$ cat src/rtl/riscv_pkg.sv
// Shared pipeline definitions: datapath widths, ALU op codes, result-source codes
// and the packed control bundle carried from decode into execute.
package riscv_pkg;

    localparam int XLEN = 32;
    localparam int REGW = 5;

    localparam logic [2:0] ALU_ADD = 3'b000;
    localparam logic [2:0] ALU_SUB = 3'b001;
    localparam logic [2:0] ALU_AND = 3'b010;
    localparam logic [2:0] ALU_OR  = 3'b011;
    localparam logic [2:0] ALU_SLT = 3'b101;

    localparam logic [1:0] RES_ALU  = 2'b00;
    localparam logic [1:0] RES_LOAD = 2'b01;
    localparam logic [1:0] RES_PC4  = 2'b10;

    typedef struct packed {
        logic       valid;
        logic       reg_write;
        logic       mem_write;
        logic       branch;
        logic [1:0] result_src;
        logic [2:0] alu_ctrl;
        logic       alu_src;
    } ctrl_t;

    // A bubble is all-zero: no side effects and ALU op defaults to add.
    localparam ctrl_t CTRL_BUBBLE = ctrl_t'(10'd0);

endpackage

$ cat src/rtl/fwd_mux.sv
// Per-source bypass selector: MEM result beats WB result beats the register
// value captured at decode. x0 is never bypassed.
module fwd_mux #(
    parameter int XLEN = 32,
    parameter int REGW = 5
) (
    input  logic [REGW-1:0] rs_i,
    input  logic [XLEN-1:0] rs_val_i,
    input  logic [REGW-1:0] rd_m_i,
    input  logic            reg_write_m_i,
    input  logic [XLEN-1:0] alu_result_m_i,
    input  logic [REGW-1:0] rd_w_i,
    input  logic            reg_write_w_i,
    input  logic [XLEN-1:0] result_w_i,
    output logic [XLEN-1:0] fwd_o
);

    function automatic logic fwd_hit(input logic we, input logic [REGW-1:0] rd,
                                     input logic [REGW-1:0] rs);
        return we && (rd != '0) && (rd == rs);
    endfunction

    // Priority bypass selection, MEM first.
    always_comb begin
        fwd_o = rs_val_i;
        if (fwd_hit(reg_write_m_i, rd_m_i, rs_i)) begin
            fwd_o = alu_result_m_i;
        end else if (fwd_hit(reg_write_w_i, rd_w_i, rs_i)) begin
            fwd_o = result_w_i;
        end else begin
            fwd_o = rs_val_i;
        end
    end

endmodule

$ cat src/rtl/id_ex_stage.sv
// Decode-to-execute pipeline register with MEM/WB operand bypass, ALU operand
// selection, stall/flush control and load-use hazard detection.
import riscv_pkg::*;

module id_ex_stage #(
    parameter int XLEN = riscv_pkg::XLEN,
    parameter int REGW = riscv_pkg::REGW
) (
    input  logic            clk,
    input  logic            rst,
    input  logic            Stall,
    input  logic            Flush,
    input  logic            ValidD,
    input  logic [XLEN-1:0] RD1D,
    input  logic [XLEN-1:0] RD2D,
    input  logic [XLEN-1:0] ImmExtD,
    input  logic [XLEN-1:0] PCD,
    input  logic [REGW-1:0] Rs1D,
    input  logic [REGW-1:0] Rs2D,
    input  logic [REGW-1:0] RdD,
    input  logic [2:0]      ALUctrlD,
    input  logic            ALUSrcD,
    input  logic            RegWriteD,
    input  logic            MemWriteD,
    input  logic            BranchD,
    input  logic [1:0]      ResultSrcD,
    input  logic [XLEN-1:0] ALUResultM,
    input  logic [REGW-1:0] RdM,
    input  logic            RegWriteM,
    input  logic [XLEN-1:0] ResultW,
    input  logic [REGW-1:0] RdW,
    input  logic            RegWriteW,
    output logic [XLEN-1:0] ALUop1,
    output logic [XLEN-1:0] ALUop2,
    output logic [2:0]      ALUctrlE,
    output logic [XLEN-1:0] WriteDataE,
    output logic [XLEN-1:0] PCE,
    output logic [XLEN-1:0] ImmExtE,
    output logic [REGW-1:0] RdE,
    output logic            RegWriteE,
    output logic            MemWriteE,
    output logic            BranchE,
    output logic            ValidE,
    output logic [1:0]      ResultSrcE,
    output logic            LoadUseHazard
);

    ctrl_t           ctrl_d, ctrl_q;
    logic [XLEN-1:0] rd1_d, rd1_q, rd2_d, rd2_q, imm_d, imm_q, pc_d, pc_q;
    logic [REGW-1:0] rs1_d, rs1_q, rs2_d, rs2_q, rd_d, rd_q;
    logic [XLEN-1:0] fwd1_s, fwd2_s;

    // Next E state: Flush beats Stall beats a fresh load; invalid slots load as bubbles.
    always_comb begin
        ctrl_d = ctrl_q;
        rd1_d  = rd1_q;
        rd2_d  = rd2_q;
        imm_d  = imm_q;
        pc_d   = pc_q;
        rs1_d  = rs1_q;
        rs2_d  = rs2_q;
        rd_d   = rd_q;
        if (Flush) begin
            ctrl_d = CTRL_BUBBLE;
            rd1_d  = '0;
            rd2_d  = '0;
            imm_d  = '0;
            pc_d   = '0;
            rs1_d  = '0;
            rs2_d  = '0;
            rd_d   = '0;
        end else if (Stall) begin
            ctrl_d = ctrl_q;
        end else begin
            ctrl_d.valid      = ValidD;
            ctrl_d.reg_write  = RegWriteD & ValidD;
            ctrl_d.mem_write  = MemWriteD & ValidD;
            ctrl_d.branch     = BranchD & ValidD;
            ctrl_d.result_src = ResultSrcD;
            ctrl_d.alu_ctrl   = ALUctrlD;
            ctrl_d.alu_src    = ALUSrcD;
            rd1_d = RD1D;
            rd2_d = RD2D;
            imm_d = ImmExtD;
            pc_d  = PCD;
            rs1_d = Rs1D;
            rs2_d = Rs2D;
            rd_d  = RdD;
        end
    end

    // E register bank with synchronous reset to the bubble state.
    always_ff @(posedge clk) begin
        if (rst) begin
            ctrl_q <= CTRL_BUBBLE;
            rd1_q  <= '0;
            rd2_q  <= '0;
            imm_q  <= '0;
            pc_q   <= '0;
            rs1_q  <= '0;
            rs2_q  <= '0;
            rd_q   <= '0;
        end else begin
            ctrl_q <= ctrl_d;
            rd1_q  <= rd1_d;
            rd2_q  <= rd2_d;
            imm_q  <= imm_d;
            pc_q   <= pc_d;
            rs1_q  <= rs1_d;
            rs2_q  <= rs2_d;
            rd_q   <= rd_d;
        end
    end

    fwd_mux #(.XLEN(XLEN), .REGW(REGW)) u_fwd_rs1 (
        .rs_i(rs1_q), .rs_val_i(rd1_q),
        .rd_m_i(RdM), .reg_write_m_i(RegWriteM), .alu_result_m_i(ALUResultM),
        .rd_w_i(RdW), .reg_write_w_i(RegWriteW), .result_w_i(ResultW),
        .fwd_o(fwd1_s)
    );

    fwd_mux #(.XLEN(XLEN), .REGW(REGW)) u_fwd_rs2 (
        .rs_i(rs2_q), .rs_val_i(rd2_q),
        .rd_m_i(RdM), .reg_write_m_i(RegWriteM), .alu_result_m_i(ALUResultM),
        .rd_w_i(RdW), .reg_write_w_i(RegWriteW), .result_w_i(ResultW),
        .fwd_o(fwd2_s)
    );

    assign ALUop1     = fwd1_s;
    assign ALUop2     = ctrl_q.alu_src ? imm_q : fwd2_s;
    assign WriteDataE = fwd2_s;
    assign ALUctrlE   = ctrl_q.alu_ctrl;
    assign PCE        = pc_q;
    assign ImmExtE    = imm_q;
    assign RdE        = rd_q;
    assign RegWriteE  = ctrl_q.reg_write;
    assign MemWriteE  = ctrl_q.mem_write;
    assign BranchE    = ctrl_q.branch;
    assign ValidE     = ctrl_q.valid;
    assign ResultSrcE = ctrl_q.result_src;

    // Conservative: rs2 is compared even when D does not read it.
    assign LoadUseHazard = ctrl_q.valid && (ctrl_q.result_src == RES_LOAD) &&
                           (rd_q != '0) && ValidD &&
                           ((rd_q == Rs1D) || (rd_q == Rs2D));

endmodule

$ cat config.mk
export PLATFORM = sky130hd
export DESIGN_NAME = id_ex_stage
export DESIGN_NICKNAME = d
export VERILOG_FILES = /design/src/rtl/riscv_pkg.sv /design/src/rtl/fwd_mux.sv /design/src/rtl/id_ex_stage.sv
export SDC_FILE = /design/constraint.sdc
export NUM_CORES = 1
export LEC_CHECK = 0
export CORE_AREA = 2 2 161 163
export CTS_CLUSTER_SIZE = 14
export DETAILED_ROUTE_END_ITERATION = 6
export DIE_AREA = 0 0 163 165
export DONT_BUFFER_PORTS = 1
export PLACE_DENSITY_LB_ADDON = 0.08
export SYNTH_ARGS = -nofsm -noshare
export SYNTH_HDL_FRONTEND = slang
export SYNTH_SLANG_ARGS = --single-unit
export TNS_END_PERCENT = 100
$ cat constraint.sdc
create_clock -name clk -period 3 [get_ports clk]
set_input_delay 0.6 -clock clk [delete_from_list [all_inputs] [get_ports clk]]
set_output_delay 0.6 -clock clk [all_outputs]
set_load 0.05 [all_outputs]
==> results of run 1 <==
## cell families after synthesis
logic type             count (synthesis)  synth area share, %
AND/OR/NAND/NOR                      269                 14.2
multiplexers                         213                 27.5
flip-flops                           153                 39.6
buffers and inverters                106                 6.76
AO/OA/AOI/OAI                        104                 8.50
XOR/XNOR                              30                 3.39
## state kept, by name, summed over array words and instances, names as in the netlist
register / count
MemWriteE: 1
RdE: 5
ImmExtE: 32
rs2_q: 5
ResultSrcE: 2
rd2_q: 32
ALUctrlE: 3
ValidE: 1
rs1_q: 5
ctrl_q: 1
RegWriteE: 1
BranchE: 1
PCE: 32
rd1_q: 32
## stage by stage
stage	total power (W)	instance area (um2)	utilization, %	setup TNS [ps]
after global placement	0.00318	9470	37.8	-27.4
after CTS	0.00541	10100	40.2	0
final	0.00534	10100	40.4	0
after floorplan	0.00296	8050	-	-16110
after detailed placement	0.00319	9470	37.8	-30.5
after global routing	0.00557	10100	40.4	-176
## Yosys cell counts, types with 16 or more instances
master                     number
sky130_fd_sc_hd__xor2_1        20
sky130_fd_sc_hd__buf_2         16
sky130_fd_sc_hd__nand2_1       32
sky130_fd_sc_hd__a21oi_1       33
sky130_fd_sc_hd__inv_1         32
sky130_fd_sc_hd__clkbuf_1      35
sky130_fd_sc_hd__nor3_1        39
sky130_fd_sc_hd__a221oi_1      33
sky130_fd_sc_hd__o21ai_0       32
sky130_fd_sc_hd__dfxtp_1      153
sky130_fd_sc_hd__mux2i_1      213
sky130_fd_sc_hd__nor2_1       187
## layout by cell type, fill, tap and decap left out, drive strengths merged
cell / synthesis / layout
clkbuf: 35 / 17
buf: 39 / 120
or2: 1 / 1
nor3: 39 / 39
or4: 2 / 2
dfxtp: 153 / 153
nor2: 187 / 187
o21ai: 32 / 32
a31oi: 1 / 1
and4: 3 / 3
nand2: 32 / 32
o21a: 2 / 2
clkinv: 0 / 6
clkinvlp: 0 / 1
xor2: 20 / 20
nand4b: 1 / 1
a22oi: 3 / 3
a21oi: 33 / 33
xnor2: 10 / 10
mux2i: 213 / 213
a221oi: 33 / 33
nand3: 3 / 3
nor2b: 1 / 1
inv: 32 / 40
## metal layers
layer	vias up	wire (um)	GRT usage, %
met5	-	13	0
met4	2	543	5.83
met3	32	2670	7.84
met2	261	12800	32.1
met1	3028	10500	21.4
li1	3142	-	-
## power groups by stage
stage / Sequential [W] / Clock, W / Combinational, W
2_1_floorplan: 0.00229 / 0 / 0.000675
3_3_place_gp: 0.00230 / 0 / 0.000881
3_5_place_dp: 0.00230 / 0 / 0.000891
4_1_cts: 0.00225 / 0.00227 / 0.000893
5_1_grt: 0.00226 / 0.00237 / 0.000941
6_report: 0.00225 / 0.00220 / 0.000893
## worst max-delay path by stage
stage	depth (start not counted)	slack, ps	endpoint
2_1_floorplan	7	-240	WriteDataE[10]
3_3_place_gp	7	-30	ALUop2[0]
3_5_place_dp	7	-20	ALUop2[0]
4_1_cts	6	30	ALUop1[31]
5_1_grt	7	-30	WriteDataE[0]
6_report	7	60	WriteDataE[12]
## cell type report
class	instances	share of cell area [%]
repair buffers	120	13.8
flip-flops and latches	153	30.3
well taps	330	4.08
clock inverters	15	1.71
multi-input cells	616	44.7
clock buffers	17	4.20
inverters	32	1.19
## what timing repair did
action	4_1_cts	5_1_grt
hold buffers	0	0
pin swaps	0	0
resized for setup	2	13
setup buffers	0	0
endpoints found under the setup margin	5	24
==> results.toml, run 1 <==
[synthesis]
synth-main-ff-cell = "sky130_fd_sc_hd__dfxtp_1"
synthCells = 875
synth.cell_area_um2 = 7740
ys_async_sr_fraction_pct = 0
count_of_unique_library_cells_instantiated_by_yosys = 28
top_area_cell_type_share_of_the_netlist_area_pct = 39.6
mappedNetlistNets = 1108
yosysTopAreaCell = "sky130_fd_sc_hd__dfxtp_1"
post_synth.cell_area_avg_um2 = 8.85
seq_area_frac_synth_pct = 39.6
synth-edff-count = 0
yosysWarningCount = 0
synth.area.top_cells = "sky130_fd_sc_hd__dfxtp_1 (40%), sky130_fd_sc_hd__mux2i_1 (28%), sky130_fd_sc_hd__nor2_1 (9.1%), sky130_fd_sc_hd__a221oi_1 (3.7%), sky130_fd_sc_hd__nor3_1 (2.5%)"
synth_seq_cells = 153

[layout]
diodes = 0
multiInputGateArea_um2 = 4520
final_nets = 1173
nFillCells = 2519
drive_above_1_share_pct = 23.3
area_growth_from_synthesis_to_final_layout_pct = 30.8
seqCellArea_um2 = 3070
final-instance-count-excl-fill = 1283

[power]
p_switching_w = 0.00176
power_frac_seq_pct = 42.1
clock_power_share_pct = 41.2
p_int_w = 0.00358
power.leakage_nw = 4.07
combinationalPowerShare_pct = 16.7
power_per_cell_area_nw_per_um2 = 528
power.ir.vdd_worst_v = 0.000341
sw_frac_of_total_pct = 33.0

[place]
preCtsSetupSlack_ps = -22.2
dp_cells = 1251
routabilityCongestion = 0.871
detailedPlacementHpwl_um = 19600
numPortBuffers = 0

[critical_path]
endpoint_kind = "primary output"
worst_flop_to_flop_path_endpoint = "ctrl_q[0]$_SDFFE_PP0N_"
worst_r2r_startpoint = "ctrl_q[0]$_SDFFE_PP0N_"
worst-path-max-fanout = 17
critical_path.top_delay_family = "simple AND/OR/NAND/NOR gates"
timing.critical_path.required_ps = 2400
timing.critical_path.from_type = "flip-flop"
setup.worst_path.start = "rs2_q[4]$_SDFFE_PP0N_"
critical_path_arrival_ps = 2340
timing.critical_path.buf_inv = 2
slowest_stage = "sky130_fd_sc_hd__dfxtp_1"
worstSetupPathType = "flip-flop to primary output"
crit_path_max_incr_delay_ps = 360
r2r.worst_path.cells = 3
rrSetupSlack_ps = 1770
worstPathCellList = "xor2_1, nor3_1, and4_4, buf_12, mux2i_1, a21oi_1, buf_4"

[floorplanning]
floorplan.initialDensity_pct = 30.9
core.rowCount = 58
core-area_um2 = 25000
dieHeight_um = 165
floorplan.die_area_um2 = 26900
die_width_um = 163
ioPinCount = 408

[cts]
clk_root_buffer_cell = "sky130_fd_sc_hd__clkbuf_16"
worst_setup_hold_path_clk_slew_ps = 80
clk_latency_ps = 430
numCtsBuffers = 17
htreeDepth = 4
cts_sinks = 153
tritoncts = "yes"
cts.path.max_buffers = 2

[timing]
fmaxAchievable_ghz = 0.340
slew_viol_final = 0
finalWorstSetupSlack_ps = 57.9
finalHoldViolCount = 0
unrepaired_setup_endpoints_after_global_routing = "true"
final.hold.worst_slack_ps = 314
slew-limit-headroom_pct = 52.4
final_min_period_over_clock_period_pct = 98.1
worstMarginPinSlew_ps = 715
timing.clock.skew_ps = 0
period_minus_slack_ps = 2940
setup-violations-final = 0

[global_routing]
largest_net_degree_at_the_start_of_global_routing = 155
grt_first_pass_wirelength_um = 38900
vias_in_the_first_global_route = 6575
grt_remaining_overflow = 0
antenna_found_initial = 1
grt_usage_pct = 18.8

[routing]
drtPass1Iterations = 5
routed_via_count_divided_by_cell_count = 5.04
post-route-drc-count = 0
wl_per_cell_um = 20.7
postRouteAntennaNets = 0
postRouteWirelength_um = 26500
vias = 6465
drt_first_iter_violations = 331

[job]
cap_viol_max_count = 0

[run_status]
status = "completed"

[worst_hold_path]
hold_path.startpoint = "PCD[0]"
hold_class = "input pin to flip-flop"
min_delay_path_depth = 2
hold_end = "PCE[0]$_SDFFE_PP0N_"
Note: power is estimated with default switching activity, not from simulation.
==> run 2: changes to the inputs <==
- SLEW_MARGIN: unset -> 0
==> results of run 2 <==
The final DEF is identical to that of run 1; final timing and power are the same.
